`config.mk`:
```
export PLATFORM = sky130hd
export DESIGN_NAME = tr_defuzzy_seq
export DESIGN_NICKNAME = d
export VERILOG_FILES = /design/src/rtl/tr_defuzzy_pkg.sv /design/src/rtl/tr_div_serial.sv /design/src/rtl/tr_defuzzy_seq.sv
export SDC_FILE = /design/constraint.sdc
export NUM_CORES = 1
export LEC_CHECK = 0
export BUFFER_PORTS_ARGS = -buffer_cell sky130_fd_sc_hd__buf_2
export CAP_MARGIN = 20
export CORE_MARGIN = 3
export CORE_UTILIZATION = 55
export DETAILED_ROUTE_END_ITERATION = 8
export PLACE_DENSITY_LB_ADDON = 0.08
export SLEW_MARGIN = 15
export SYNTH_ARGS = -nofsm -noshare
export SYNTH_HDL_FRONTEND = slang
export SYNTH_SLANG_ARGS = --single-unit
```
`constraint.sdc`:
```
create_clock -name clk -period 11.44 [get_ports clk]
set_clock_uncertainty 0.05 [all_clocks]
set_input_delay 1.716 -clock clk [delete_from_list [all_inputs] [get_ports clk]]
set_output_delay 1.716 -clock clk [all_outputs]
set_load 0.01 [all_outputs]
```
`src/rtl/tr_defuzzy_pkg.sv`:
```
// Shared definitions for the sequential type-reduction / defuzzification stage:
// FSM state encoding and the constant functions that size the datapath.
package tr_defuzzy_pkg;

    typedef enum logic [1:0] {
        ST_IDLE = 2'd0,
        ST_ACC  = 2'd1,
        ST_DIV  = 2'd2,
        ST_DONE = 2'd3
    } state_t;

    function automatic int clog2_f(input int v);
        int r;
        r = 0;
        for (int i = 0; i < 31; i++) begin
            if ((1 << i) < v) r = i + 1;
        end
        return r;
    endfunction

    // Numerator holds sum of N_SETS products of (W+1)-bit F and PW-bit position.
    function automatic int num_w_f(input int w, input int pw, input int n_sets);
        return w + 1 + pw + clog2_f(n_sets);
    endfunction

    function automatic int den_w_f(input int w, input int n_sets);
        return w + 1 + clog2_f(n_sets);
    endfunction

endpackage

```
`src/rtl/tr_div_serial.sv`:
```
// Serial restoring divider: load latches num/den, each step retires one
// quotient bit MSB first; done flags the step that completes the quotient.
module tr_div_serial
    import tr_defuzzy_pkg::*;
#(
    parameter int NUM_W = 19,
    parameter int DEN_W = 11
) (
    input  logic             clk,
    input  logic             rst,
    input  logic             EN_SCLK,
    input  logic             load,
    input  logic [NUM_W-1:0] num,
    input  logic [DEN_W-1:0] den,
    input  logic             step,
    output logic [NUM_W-1:0] quo,
    output logic             done
);

    localparam int CNT_W = (clog2_f(NUM_W + 1) > 0) ? clog2_f(NUM_W + 1) : 1;

    logic [NUM_W-1:0] q_q, q_d;
    logic [DEN_W-1:0] rem_q, rem_d;
    logic [DEN_W-1:0] dv_q, dv_d;
    logic [CNT_W-1:0] cnt_q, cnt_d;

    logic [DEN_W:0]   shifted;
    logic [DEN_W:0]   diff;
    logic [DEN_W-1:0] rem_nxt;

    always_comb begin
        // Remainder stays below the divisor, so a borrow in the MSB means "restore".
        shifted = {rem_q, q_q[NUM_W-1]};
        diff    = shifted - {1'b0, dv_q};
        quo     = {q_q[NUM_W-2:0], ~diff[DEN_W]};
        rem_nxt = diff[DEN_W] ? shifted[DEN_W-1:0] : diff[DEN_W-1:0];
        done    = step && (cnt_q == CNT_W'(NUM_W - 1));

        q_d   = q_q;
        rem_d = rem_q;
        dv_d  = dv_q;
        cnt_d = cnt_q;
        if (load) begin
            q_d   = num;
            rem_d = '0;
            dv_d  = den;
            cnt_d = '0;
        end else if (step) begin
            q_d   = quo;
            rem_d = rem_nxt;
            cnt_d = cnt_q + CNT_W'(1);
        end
    end

    always_ff @(posedge clk or negedge rst) begin
        if (!rst) begin
            q_q   <= '0;
            rem_q <= '0;
            dv_q  <= '0;
            cnt_q <= '0;
        end else if (EN_SCLK) begin
            q_q   <= q_d;
            rem_q <= rem_d;
            dv_q  <= dv_d;
            cnt_q <= cnt_d;
        end
    end

endmodule

```
`src/rtl/tr_defuzzy_seq.sv`:
```
// Interval type-2 type reduction: accumulates sum(F_i*pos_i) and sum(F_i) one
// set per enabled edge, then divides serially to produce the centroid on saida.
module tr_defuzzy_seq
    import tr_defuzzy_pkg::*;
#(
    parameter int N_SETS = 3,
    parameter int W      = 8,
    parameter int PW     = 8,
    parameter int OUT_W  = 8
) (
    input  logic                 clk,
    input  logic                 rst,
    input  logic                 EN_SCLK,
    input  logic                 start,
    input  logic [N_SETS*W-1:0]  FOU_UP,
    input  logic [N_SETS*W-1:0]  FOU_LOW,
    input  logic [N_SETS*PW-1:0] POS,
    output logic                 busy,
    output logic                 valid,
    output logic                 div_zero,
    output logic [OUT_W-1:0]     saida
);

    localparam int NUM_W = num_w_f(W, PW, N_SETS);
    localparam int DEN_W = den_w_f(W, N_SETS);
    localparam int IDX_W = (clog2_f(N_SETS) > 0) ? clog2_f(N_SETS) : 1;
    localparam int FW    = W + 1;

    state_t                state_q, state_d;
    logic [IDX_W-1:0]      idx_q, idx_d;
    logic [N_SETS*W-1:0]   up_q, up_d;
    logic [N_SETS*W-1:0]   low_q, low_d;
    logic [N_SETS*PW-1:0]  pos_q, pos_d;
    logic [NUM_W-1:0]      num_q, num_d;
    logic [DEN_W-1:0]      den_q, den_d;
    logic [OUT_W-1:0]      saida_q, saida_d;
    logic                  div_zero_q, div_zero_d;

    logic [FW-1:0]         f_cur;
    logic [PW-1:0]         pos_sel;
    logic [NUM_W-1:0]      num_acc;
    logic [DEN_W-1:0]      den_acc;
    logic                  accept;
    logic                  div_load;
    logic                  div_step;
    logic [NUM_W-1:0]      div_quo;
    logic                  div_done;

    function automatic logic [OUT_W-1:0] sat_out(input logic [NUM_W-1:0] v);
        if ((v >> OUT_W) != '0) return '1;
        return OUT_W'(v);
    endfunction

    tr_div_serial #(
        .NUM_W (NUM_W),
        .DEN_W (DEN_W)
    ) u_div (
        .clk     (clk),
        .rst     (rst),
        .EN_SCLK (EN_SCLK),
        .load    (div_load),
        .num     (num_acc),
        .den     (den_acc),
        .step    (div_step),
        .quo     (div_quo),
        .done    (div_done)
    );

    always_comb begin
        state_d    = state_q;
        idx_d      = idx_q;
        up_d       = up_q;
        low_d      = low_q;
        pos_d      = pos_q;
        num_d      = num_q;
        den_d      = den_q;
        saida_d    = saida_q;
        div_zero_d = div_zero_q;
        div_load   = 1'b0;
        div_step   = 1'b0;

        f_cur   = FW'(up_q[int'(idx_q)*W +: W]) + FW'(low_q[int'(idx_q)*W +: W]);
        pos_sel = pos_q[int'(idx_q)*PW +: PW];
        num_acc = num_q + NUM_W'(f_cur) * NUM_W'(pos_sel);
        den_acc = den_q + DEN_W'(f_cur);
        accept  = start && ((state_q == ST_IDLE) || (state_q == ST_DONE));

        case (state_q)
            ST_ACC: begin
                num_d = num_acc;
                den_d = den_acc;
                idx_d = idx_q + IDX_W'(1);
                if (idx_q == IDX_W'(N_SETS - 1)) begin
                    idx_d = '0;
                    // Empty firing strength: keep the last centroid and flag it.
                    if (den_acc == '0) begin
                        div_zero_d = 1'b1;
                        state_d    = ST_DONE;
                    end else begin
                        div_load = 1'b1;
                        state_d  = ST_DIV;
                    end
                end
            end
            ST_DIV: begin
                div_step = 1'b1;
                if (div_done) begin
                    saida_d = sat_out(div_quo);
                    state_d = ST_DONE;
                end
            end
            ST_DONE: begin
                div_zero_d = 1'b0;
                state_d    = ST_IDLE;
            end
            default: begin
                state_d = ST_IDLE;
            end
        endcase

        // Snapshot lets the caller change inputs as soon as the request is taken.
        if (accept) begin
            up_d       = FOU_UP;
            low_d      = FOU_LOW;
            pos_d      = POS;
            num_d      = '0;
            den_d      = '0;
            idx_d      = '0;
            div_zero_d = 1'b0;
            state_d    = ST_ACC;
        end
    end

    always_ff @(posedge clk or negedge rst) begin
        if (!rst) begin
            state_q    <= ST_IDLE;
            idx_q      <= '0;
            up_q       <= '0;
            low_q      <= '0;
            pos_q      <= '0;
            num_q      <= '0;
            den_q      <= '0;
            saida_q    <= '0;
            div_zero_q <= 1'b0;
        end else if (EN_SCLK) begin
            state_q    <= state_d;
            idx_q      <= idx_d;
            up_q       <= up_d;
            low_q      <= low_d;
            pos_q      <= pos_d;
            num_q      <= num_d;
            den_q      <= den_d;
            saida_q    <= saida_d;
            div_zero_q <= div_zero_d;
        end
    end

    assign busy     = (state_q == ST_ACC) || (state_q == ST_DIV);
    assign valid    = (state_q == ST_DONE);
    assign div_zero = div_zero_q;
    assign saida    = saida_q;

endmodule

```
==> results of run 1 <==
[logic make-up (layout without fill, tap and decap cells)]
family,Yosys count,in the layout,share of synthesized area
xor+xnor,39,39,0.03106
buf+inv,170,258,0.06007
simple gates,240,240,0.1014
compound gates,218,218,0.1402
fa+ha+maj,134,134,0.1934
flops,161,161,0.3664
mux,109,109,0.1075
[tightest hold or removal path, stage by stage, from the launching register on]
cell and delay [ns]:
dfrtp_1 0.35, nand2_1 0.05, o21ai_0 0.06
[layout by cell type, fill, tap and decap left out, types with 6 or more instances in the layout]
master	count
nor2_1	66
mux2i_1	36
xnor2_1	27
clkbuf_16	17
inv_1	132
o21a_1	9
ha_1	74
nand2_1	91
buf_4	8
a221o_1	7
xor2_1	12
buf_2	85
o22a_1	8
nor2b_1	11
o21bai_1	7
nand2b_1	6
fa_1	60
a22o_1	27
dfrtp_1	161
o21ai_0	53
mux2_2	73
nor3_1	7
nand3_1	17
and2_1	8
or3_1	8
o221a_1	7
a21oi_1	36
a21o_1	17
o2bb2ai_1	8
[area by class of cell]
| type | instances | area [sq um] | share of cell area |
|---|---|---|---|
| Multi-Input combinational cell | 740 | 6344 | 0.5155 |
| Clock inverter | 14 | 156.4 | 0.01271 |
| Inverter | 132 | 495.5 | 0.04026 |
| Timing Repair Buffer | 95 | 524.3 | 0.04260 |
| Clock buffer | 17 | 425.4 | 0.03457 |
| Tap cell | 265 | 331.6 | 0.02694 |
| Sequential cell | 161 | 4029 | 0.3274 |
[worst paths after layout]
path / from / to / slack [ns] / cells past startpoint
max: idx_q[0]$_DFFE_PN0P_ / u_div.q_q[17]$_DFFE_PN0P_ / 2.96 / 29
min: num_q[10]$_DFFE_PN0P_ / num_q[10]$_DFFE_PN0P_ / 0.44 / 2
max reg2reg: idx_q[0]$_DFFE_PN0P_ / u_div.q_q[17]$_DFFE_PN0P_ / 2.96 / 29
min reg2reg: num_q[10]$_DFFE_PN0P_ / num_q[10]$_DFFE_PN0P_ / 0.44 / 2
max in group asynchronous: rst / up_q[10]$_DFFE_PN0P_ / 8.64 / 2
min in group asynchronous: rst / u_div.cnt_q[0]$_DFFE_PN0P_ / 1.27 / 1
[layer usage]
metal	wire length, um	up-vias	track usage
met5	0	-	0
met4	318	0	0.05965
met3	741	28	0.04077
met2	12050	131	0.4051
met1	11330	4001	0.3102
li1	-	3824	-
[per-stage QoR]
stage / util / cells / hold WS [ns] / cell area, sq um
2_1_floorplan: - / 1071 / 0.3998 / 11000
3_3_place_gp: 0.5990 / 1392 / 0.4156 / 11700
3_5_place_dp: 0.5990 / 1392 / 0.4362 / 11700
6_report: 0.6302 / 1424 / 0.4429 / 12310
5_1_grt: 0.6302 / 1424 / 0.4610 / 12310
4_1_cts: 0.6288 / 1423 / 0.4490 / 12280
[sequential cells by signal, summed over array words and instances (netlist names)]
| register | flops |
|---|---|
| den_q | 11 |
| div_zero | 1 |
| idx_q | 2 |
| low_q | 24 |
| num_q | 19 |
| pos_q | 24 |
| saida | 8 |
| state_q | 2 |
| u_div.cnt_q | 5 |
| u_div.dv_q | 11 |
| u_div.q_q | 19 |
| u_div.rem_q | 11 |
| up_q | 24 |
==> results.yml, run 1 <==
outcome:
  status: "completed"
worst_setup_path:
  arrival_ns: 8.77
  critPathBufInv: 4
  worstSetupPathType: "reg -> reg"
  cp.required_ns: 11.72
  path_delay_family: "adder cells"
  crit_fanout: 28
  startpoint_type: "flip-flop"
  slowest_delay_ns: 0.84
  crit_path_end_kind: "flip-flop"
  slowest_stage: "dfrtp_1"
  cp_common_cell: "fa_1"
routing:
  viasPerCell: 5.607
  drt-initial-drc-count: 394
  drtPass1Iterations: 5
  vias: 7984
  ant_nets: 0
  drc: 0
  avgRoutedWirePerCell_um: 17.16
  drt_wl_total_mm: 24.44
timing:
  min_period_ns: 8.485
  max_freq_ghz: 0.1179
  tns_ns: 0
  hold_viol: 0
  finalSetupViolCount: 0
  drv_slew: 0
  rsz0062_at_grt: "false"
  maxSlewHeadroom: 0.2936
  timing.final.ws_setup_ns: 2.955
  worstMarginPinSlew_ns: 1.056
  fin_crit_sh: 0.7417
layout:
  fillers: 1693
  antenna_cells: 0
  drive_gt1_frac: 0.1872
  syn_to_final_growth_pct: 11.90
  nets: 1357
floorplan:
  dieArea_sq_um: 21730
  die_h_um: 147.4
  num_rows: 51
  start_util: 0.5632
  die_w_um: 147.4
  design.core.area_sq_um: 19530
  ios: 87
synth:
  ys_ff_latch: 161
  syn_area_sq_um: 11000
  synthFlopType: "dfrtp_1"
  yosys-top-cells-count: "dfrtp_1 (161), inv_1 (132), nand2_1 (92)"
  post-synth-top-count-cell: "dfrtp_1"
  synth_warnings: 0
  yosysTopAreaCellShare: 0.3664
  syn_nets: 1281
  synth_area_leaders: "dfrtp_1 (37%), fa_1 (11%), ha_1 (8.4%), mux2_2 (7.5%), inv_1 (4.5%)"
  synth-edff-count: 0
  synth.distinct_cells: 62
  synth_top_cell_by_area: "dfrtp_1"
  syn_inst: 1071
  syn_area_per_cell_sq_um: 10.27
  seq_area_frac_synth: 0.3664
  synth-async-reset-ratio: 1.000
global_routing:
  grt_overflow: 0
  grt_antenna_before_repair: 0
  gr-usage-all-layers: 0.2346
  grt_start_max_net_pins: 91
  grt_pass1_vias: 8240
  grt_pass1_wl_mm: 41.12
place:
  place_ws_ns: 2.949
  port_buffers: 86
  gp_congestion: 0.8756
  hpwlAfterDp_mm: 18.57
clocking:
  hold_buffers: 0
  clk_latency_ns: 0.43
  cts.sinks: 161
  root_buffer: "clkbuf_16"
  htreeDepth: 4
  clk_pin_slew_worst_paths_ns: 0.07
  cts_resized: 0
  cts_tree: "built"
  clockBufferDepth: 2
  cts_setup_buffers: 0
  cts_buffers: 17
min_path:
  hold_class: "reg -> reg"
flow_run:
  max_cap_violations: 0
Power of run 1 is not shown: default switching activity piles up to over one toggle a cycle in this logic, so the estimate is an artifact.
==> run 2, diff against run 1 <==
--- a/config.mk
+++ b/config.mk
@@ -5,6 +5,7 @@
 export SDC_FILE = /design/constraint.sdc
 export NUM_CORES = 1
 export LEC_CHECK = 0
+export ABC_AREA = 1
 export BUFFER_PORTS_ARGS = -buffer_cell sky130_fd_sc_hd__buf_2
 export CAP_MARGIN = 20
 export CORE_MARGIN = 3
==> constraint.sdc (replaced) <==
create_clock -name clk -period 7 [get_ports clk]
set_clock_uncertainty 0.05 [all_clocks]
set_input_delay 1.05 -clock clk [delete_from_list [all_inputs] [get_ports clk]]
set_output_delay 1.05 -clock clk [all_outputs]
set_load 0.01 [all_outputs]
==> run 2 against run 1 <==
Against the previous run: synthesized cell count is 38% higher; non-clock buffer count is 5 higher; setup slack got worse by 2.5 ns; fmax up 30%; via count rose by 20%; die area rose by 3.6%; final area up 3.4%; largest cell class unchanged; utilization decreased by 0.36 points; first-iteration DRC count rose by 8.4%; clock-buffer cell count did not move.
==> results.yml, run 2 <==
global_routing:
  grt_pass1_wl_mm: 45.41
  grt_overflow: 0
  gr-usage-all-layers: 0.2497
  grt_pass1_vias: 9376
  grt_start_max_net_pins: 91
  grt_antenna_before_repair: 0
worst_setup_path:
  slowest_delay_ns: 0.54
  crit_fanout: 16
  startpoint_type: "flip-flop"
  regToRegSetupSlack_ns: 0.48
  cp_common_cell: "nand2_1"
  crit_path_end_kind: "flip-flop"
  worstSetupPathType: "reg -> reg"
  worstRegToRegCells: 33
  arrival_ns: 6.78
  rr_startpoint: "idx_q[0]$_DFFE_PN0P_"
  cp.required_ns: 7.26
  r2r_end: "u_div.q_q[18]$_DFFE_PN0P_"
  slowest_stage: "fa_1"
routing:
  avgRoutedWirePerCell_um: 14.52
  drt-initial-drc-count: 427
  viasPerCell: 5.213
  ant_nets: 0
  drtPass1Iterations: 5
  drt_wl_total_mm: 26.61
  vias: 9556
  drc: 0
synth:
  seq_area_frac_synth: 0.3531
  synth-edff-count: 0
  post-synth-top-count-cell: "nand2_1"
  synth-async-reset-ratio: 1.000
  synthFlopType: "dfrtp_1"
  syn_area_per_cell_sq_um: 7.747
  synth.distinct_cells: 44
  synth_warnings: 0
  ys_ff_latch: 161
  yosys-top-cells-count: "nand2_1 (535), inv_1 (199), dfrtp_1 (161)"
  syn_nets: 1683
  yosysTopAreaCellShare: 0.3531
  syn_area_sq_um: 11410
  synth_area_leaders: "dfrtp_1 (35%), nand2_1 (18%), fa_1 (11%), ha_1 (8.1%), inv_1 (6.5%)"
  syn_inst: 1473
  synth_top_cell_by_area: "dfrtp_1"
floorplan:
  dieArea_sq_um: 22510
  die_h_um: 150.0
  num_rows: 52
  start_util: 0.5621
  die_w_um: 150.0
  ios: 87
  design.core.area_sq_um: 20300
clocking:
  root_buffer: "clkbuf_16"
  clk_pin_slew_worst_paths_ns: 0.07
  cts.sinks: 161
  cts_tree: "built"
  cts_buffers: 17
  clk_latency_ns: 0.43
  hold_buffers: 0
  htreeDepth: 4
  clockBufferDepth: 2
place:
  gp_congestion: 0.9468
  placed_cell_area_sq_um: 12050
  port_buffers: 86
  placedCellCount: 1797
  hpwlAfterDp_mm: 19.95
timing:
  worstMarginPinSlew_ns: 1.043
  drv_slew: 0
  maxSlewHeadroom: 0.3037
  min_period_ns: 6.521
  hold_viol: 0
  fin_crit_sh: 0.9315
  max_freq_ghz: 0.1534
  finalSetupViolCount: 0
  fin_hold_ws_ns: 0.4212
layout:
  fin_cells: 1833
  syn_to_final_growth_pct: 11.47
  drive_gt1_frac: 0.1126
  nets: 1760
  biggestRegsByFlops: "low_q (24), pos_q (24), up_q (24)"
  fillers: 1855
  antenna_cells: 0
  mostFrequentLayoutCells: "nand2_1 (535), inv_1 (199), dfrtp_1 (160)"
  final_cell_area_sq_um: 12720
  mostFrequentLayoutCell: "nand2_1"
min_path:
  min-delay-start: "up_q[15]$_DFFE_PN0P_"
  worstHoldEndpoint: "up_q[15]$_DFFE_PN0P_"
  hold_class: "reg -> reg"
  min_path_cells: 2
flow_run:
  max_cap_violations: 0
outcome:
  status: "completed"
==> run 2: changes by cell type in the layout (fill, tap and decap cells not counted), moves of 11 or more <==
cell     change
inv_1       +67
nand3_2     +12
mux2_2      -73
nand3_1     +58
o21ai_1     +14
nor2b_1     -11
a21o_1      -12
nand2_1    +444
mux2i_1     -36
a22o_1      -21
a22oi_1     +15
xnor2_1     -18
o21ai_0     +11
==> run 2: per-stage QoR <==
| step | utilization | setup TNS (ns) | setup slack [ns] |
|---|---|---|---|
| after floorplan | - | 0 | 0.8043 |
| after global placement | 0.5937 | 0 | 0.1284 |
| after detailed placement | 0.5937 | 0 | 0.01788 |
| after CTS | 0.6225 | 0 | 0.04597 |
| after global routing | 0.6266 | -0.006104 | -0.003323 |
| final | 0.6266 | 0 | 0.4794 |
==> run 2: critical path: cells and delay by family (launching register included) <==
family	cells	cell delay, ns
flops	1	0.49
compound gates	5	0.84
buf+inv	6	0.48
fa+ha+maj	6	2.55
simple gates	16	1.96
==> run 2: cells by family after synthesis <==
logic type / Yosys count / share of synthesized area
flip-flops: 161 / 0.3531
XOR/XNOR: 23 / 0.01765
AND/OR/NAND/NOR: 742 / 0.2706
adder cells (fa/ha/maj): 134 / 0.1864
AO/OA/AOI/OAI: 167 / 0.08597
buffers and inverters: 246 / 0.08629
==> run 2: cell type report <==
class                      instances  area (sq um)  area share
clock buffer                      17         425.4     0.03344
clock inverter                    15         157.7     0.01239
inverter                         204         768.2     0.06040
multi-input combinational       1066          6434      0.5058
sequential                       161          4030      0.3168
tap                              270         337.8     0.02656
timing repair buffer             100         566.8     0.04456
==> run 2: what timing repair did <==
item,CTS,global route
gates resized for setup,1,9
cloned,0,0
hold endpoints to repair,0,0
pin swaps,0,1
endpoints found under the setup margin,2,23
buffers inserted,0,3
==> run 2: worst max path at each step <==
stage	start	endpoint	slack (ns)	cells past startpoint
floorplan	idx_q[1]$_DFFE_PN0P_	u_div.q_q[17]$_DFFE_PN0P_	0.80	37
global placement	idx_q[0]$_DFFE_PN0P_	u_div.q_q[12]$_DFFE_PN0P_	0.13	29
detailed placement	idx_q[0]$_DFFE_PN0P_	u_div.q_q[12]$_DFFE_PN0P_	0.02	29
CTS	idx_q[0]$_DFFE_PN0P_	u_div.q_q[12]$_DFFE_PN0P_	0.05	28
global route	idx_q[0]$_DFFE_PN0P_	u_div.q_q[12]$_DFFE_PN0P_	-0.003	29
finish	idx_q[0]$_DFFE_PN0P_	u_div.q_q[18]$_DFFE_PN0P_	0.48	33
==> run 2: metal layers <==
layer / wire length (um) / track usage / share of wire
met5: 0 / 0 / 0
met4: 446 / 0.06862 / 0.017
met2: 12380 / 0.4041 / 0.47
met3: 1366 / 0.03574 / 0.051
met1: 12420 / 0.3539 / 0.47
Power of run 2 is left out for the same reason.
==> run 3, diff against run 2 <==
--- a/config.mk
+++ b/config.mk
@@ -5,7 +5,7 @@
 export SDC_FILE = /design/constraint.sdc
 export NUM_CORES = 1
 export LEC_CHECK = 0
-export ABC_AREA = 1
+export ABC_AREA = 0
 export BUFFER_PORTS_ARGS = -buffer_cell sky130_fd_sc_hd__buf_2
 export CAP_MARGIN = 20
 export CORE_MARGIN = 3
==> run 3 against run 2 <==
Against the previous run: global-route usage down 1.3 points; fmax shrank 3.4%; worst hold slack improved by 0.031 ns; non-clock buffer count is 13 higher; wire length decreased by 6.8%; sequential cell count stayed put; critical path type unchanged; final area down 1.5%; register-to-register slack worse by 0.23 ns.
==> results.yml, run 3 (synthesis results as in run 1) <==
floorplan:
  die_h_um: 147.4
  ios: 87
  start_util: 0.5632
  dieArea_sq_um: 21730
  num_rows: 51
  die_w_um: 147.4
  design.core.area_sq_um: 19530
routing:
  drt_wl_total_mm: 24.81
  avgRoutedWirePerCell_um: 17.19
  drt-initial-drc-count: 512
  drc: 0
  viasPerCell: 5.546
  ant_nets: 0
  drtPass1Iterations: 5
  vias: 8003
layout:
  nets: 1375
  regArea_sq_um: 4030
  syn_to_final_growth_pct: 13.93
  mostFrequentLayoutCells: "dfrtp_1 (160), inv_1 (130), nand2_1 (91)"
  postLayoutCoreUtil: 0.6416
  mostFrequentLayoutCell: "dfrtp_1"
  fin_cells: 1443
  multi_input_area_sq_um: 6456
  biggestRegsByFlops: "low_q (24), pos_q (24), up_q (24)"
  antenna_cells: 0
  fillers: 1639
  final_cell_area_sq_um: 12530
  drive_gt1_frac: 0.2156
worst_setup_path:
  cp.required_ns: 7.26
  critPathBufInv: 4
  worstSetupPathType: "reg -> reg"
  path_delay_family: "adder cells"
  slowest_stage: "fa_1"
  crit_path_end_kind: "flip-flop"
  cp_common_cell: "inv_1"
  startpoint_type: "flip-flop"
  slowest_delay_ns: 0.60
  arrival_ns: 7.01
  crit_fanout: 8
clocking:
  root_buffer: "clkbuf_16"
  cts.sinks: 161
  cts_tree: "built"
  cts_buffers: 17
  hold_buffers: 0
  clk_pin_slew_worst_paths_ns: 0.08
  htreeDepth: 4
  clk_latency_ns: 0.43
  clockBufferDepth: 2
min_path:
  hold_class: "reg -> reg"
timing:
  min_period_ns: 6.749
  maxSlewHeadroom: 0.2812
  drv_slew: 0
  worstMarginPinSlew_ns: 1.078
  tns_ns: 0
  fin_crit_sh: 0.9641
  rsz0062_at_grt: "true"
  finalSetupViolCount: 0
  max_freq_ghz: 0.1482
  hold_viol: 0
place:
  placed_cell_area_sq_um: 11800
  gp_congestion: 0.9233
  placedCellCount: 1404
  port_buffers: 86
  hpwlAfterDp_mm: 18.73
global_routing:
  grt_antenna_before_repair: 0
  grt_start_max_net_pins: 93
  gr-usage-all-layers: 0.2364
  grt_overflow: 0
  grt_pass1_wl_mm: 41.21
  grt_pass1_vias: 8285
outcome:
  status: "completed"
flow_run:
  max_cap_violations: 0
==> run 3: changes by cell type in the layout (fill, tap and decap cells not counted), sizes merged, moves of 24 or more <==
cell,delta
inv,-79
mux2,+73
mux2i,+36
nand2,-449
nand3,-71
o21ai,-24
==> run 3: worst paths after layout <==
path	startpoint	end	slack, ns	depth (start not counted)
max in group asynchronous	rst	idx_q[1]$_DFFE_PN0P_	4.81	2
min in group asynchronous	rst	u_div.cnt_q[3]$_DFFE_PN0P_	0.62	1
worst max register to register	idx_q[1]$_DFFE_PN0P_	u_div.q_q[18]$_DFFE_PN0P_	0.25	26
worst min register to register	num_q[4]$_DFFE_PN0P_	num_q[4]$_DFFE_PN0P_	0.45	2
worst min-delay path	num_q[4]$_DFFE_PN0P_	num_q[4]$_DFFE_PN0P_	0.45	2
worst max-delay path	idx_q[1]$_DFFE_PN0P_	u_div.q_q[18]$_DFFE_PN0P_	0.25	26
==> run 3: worst reg2reg max path: cells and delay by family (launching register included) <==
family / cells / cell delay (ns)
flip-flops: 1 / 0.49
multiplexers: 1 / 0.22
XOR/XNOR: 2 / 0.46
buffers and inverters: 4 / 0.50
AND/OR/NAND/NOR: 3 / 0.37
AO/OA/AOI/OAI: 9 / 1.87
adder cells (fa/ha/maj): 7 / 2.67
==> run 3: timing repair <==
| action | in CTS | in global routing |
|---|---|---|
| resized for setup | 0 | 24 |
| endpoints found under the hold margin | 0 | 0 |
| setup buffers | 0 | 7 |
| setup endpoints to repair | 0 | 15 |
==> run 3: final cells by class <==
cell class	instances	share of cell area
clock inverters	13	0.01029
inverters	132	0.03955
multi-input cells	740	0.5153
flip-flops and latches	161	0.3217
clock buffers	19	0.03535
repair buffers	113	0.05133
well taps	265	0.02647
==> run 3: layer usage <==
| metal | up-vias | share of wire | GRT usage |
|---|---|---|---|
| li1 | 3857 | - | - |
| met5 | - | 0 | 0 |
| met4 | 0 | 0.016 | 0.05965 |
| met3 | 23 | 0.033 | 0.04139 |
| met1 | 3971 | 0.46 | 0.3164 |
| met2 | 152 | 0.49 | 0.4039 |
==> run 3: per-stage QoR <==
step                      setup WS (ns)  hold slack, ns
after floorplan                 0.02916          0.3998
after global placement           0.1615          0.4168
after detailed placement        0.03763          0.4357
after CTS                       0.01690          0.4541
after global routing           -0.06949          0.4662
final                            0.2510          0.4527
Power of run 3 is left out for the same reason.
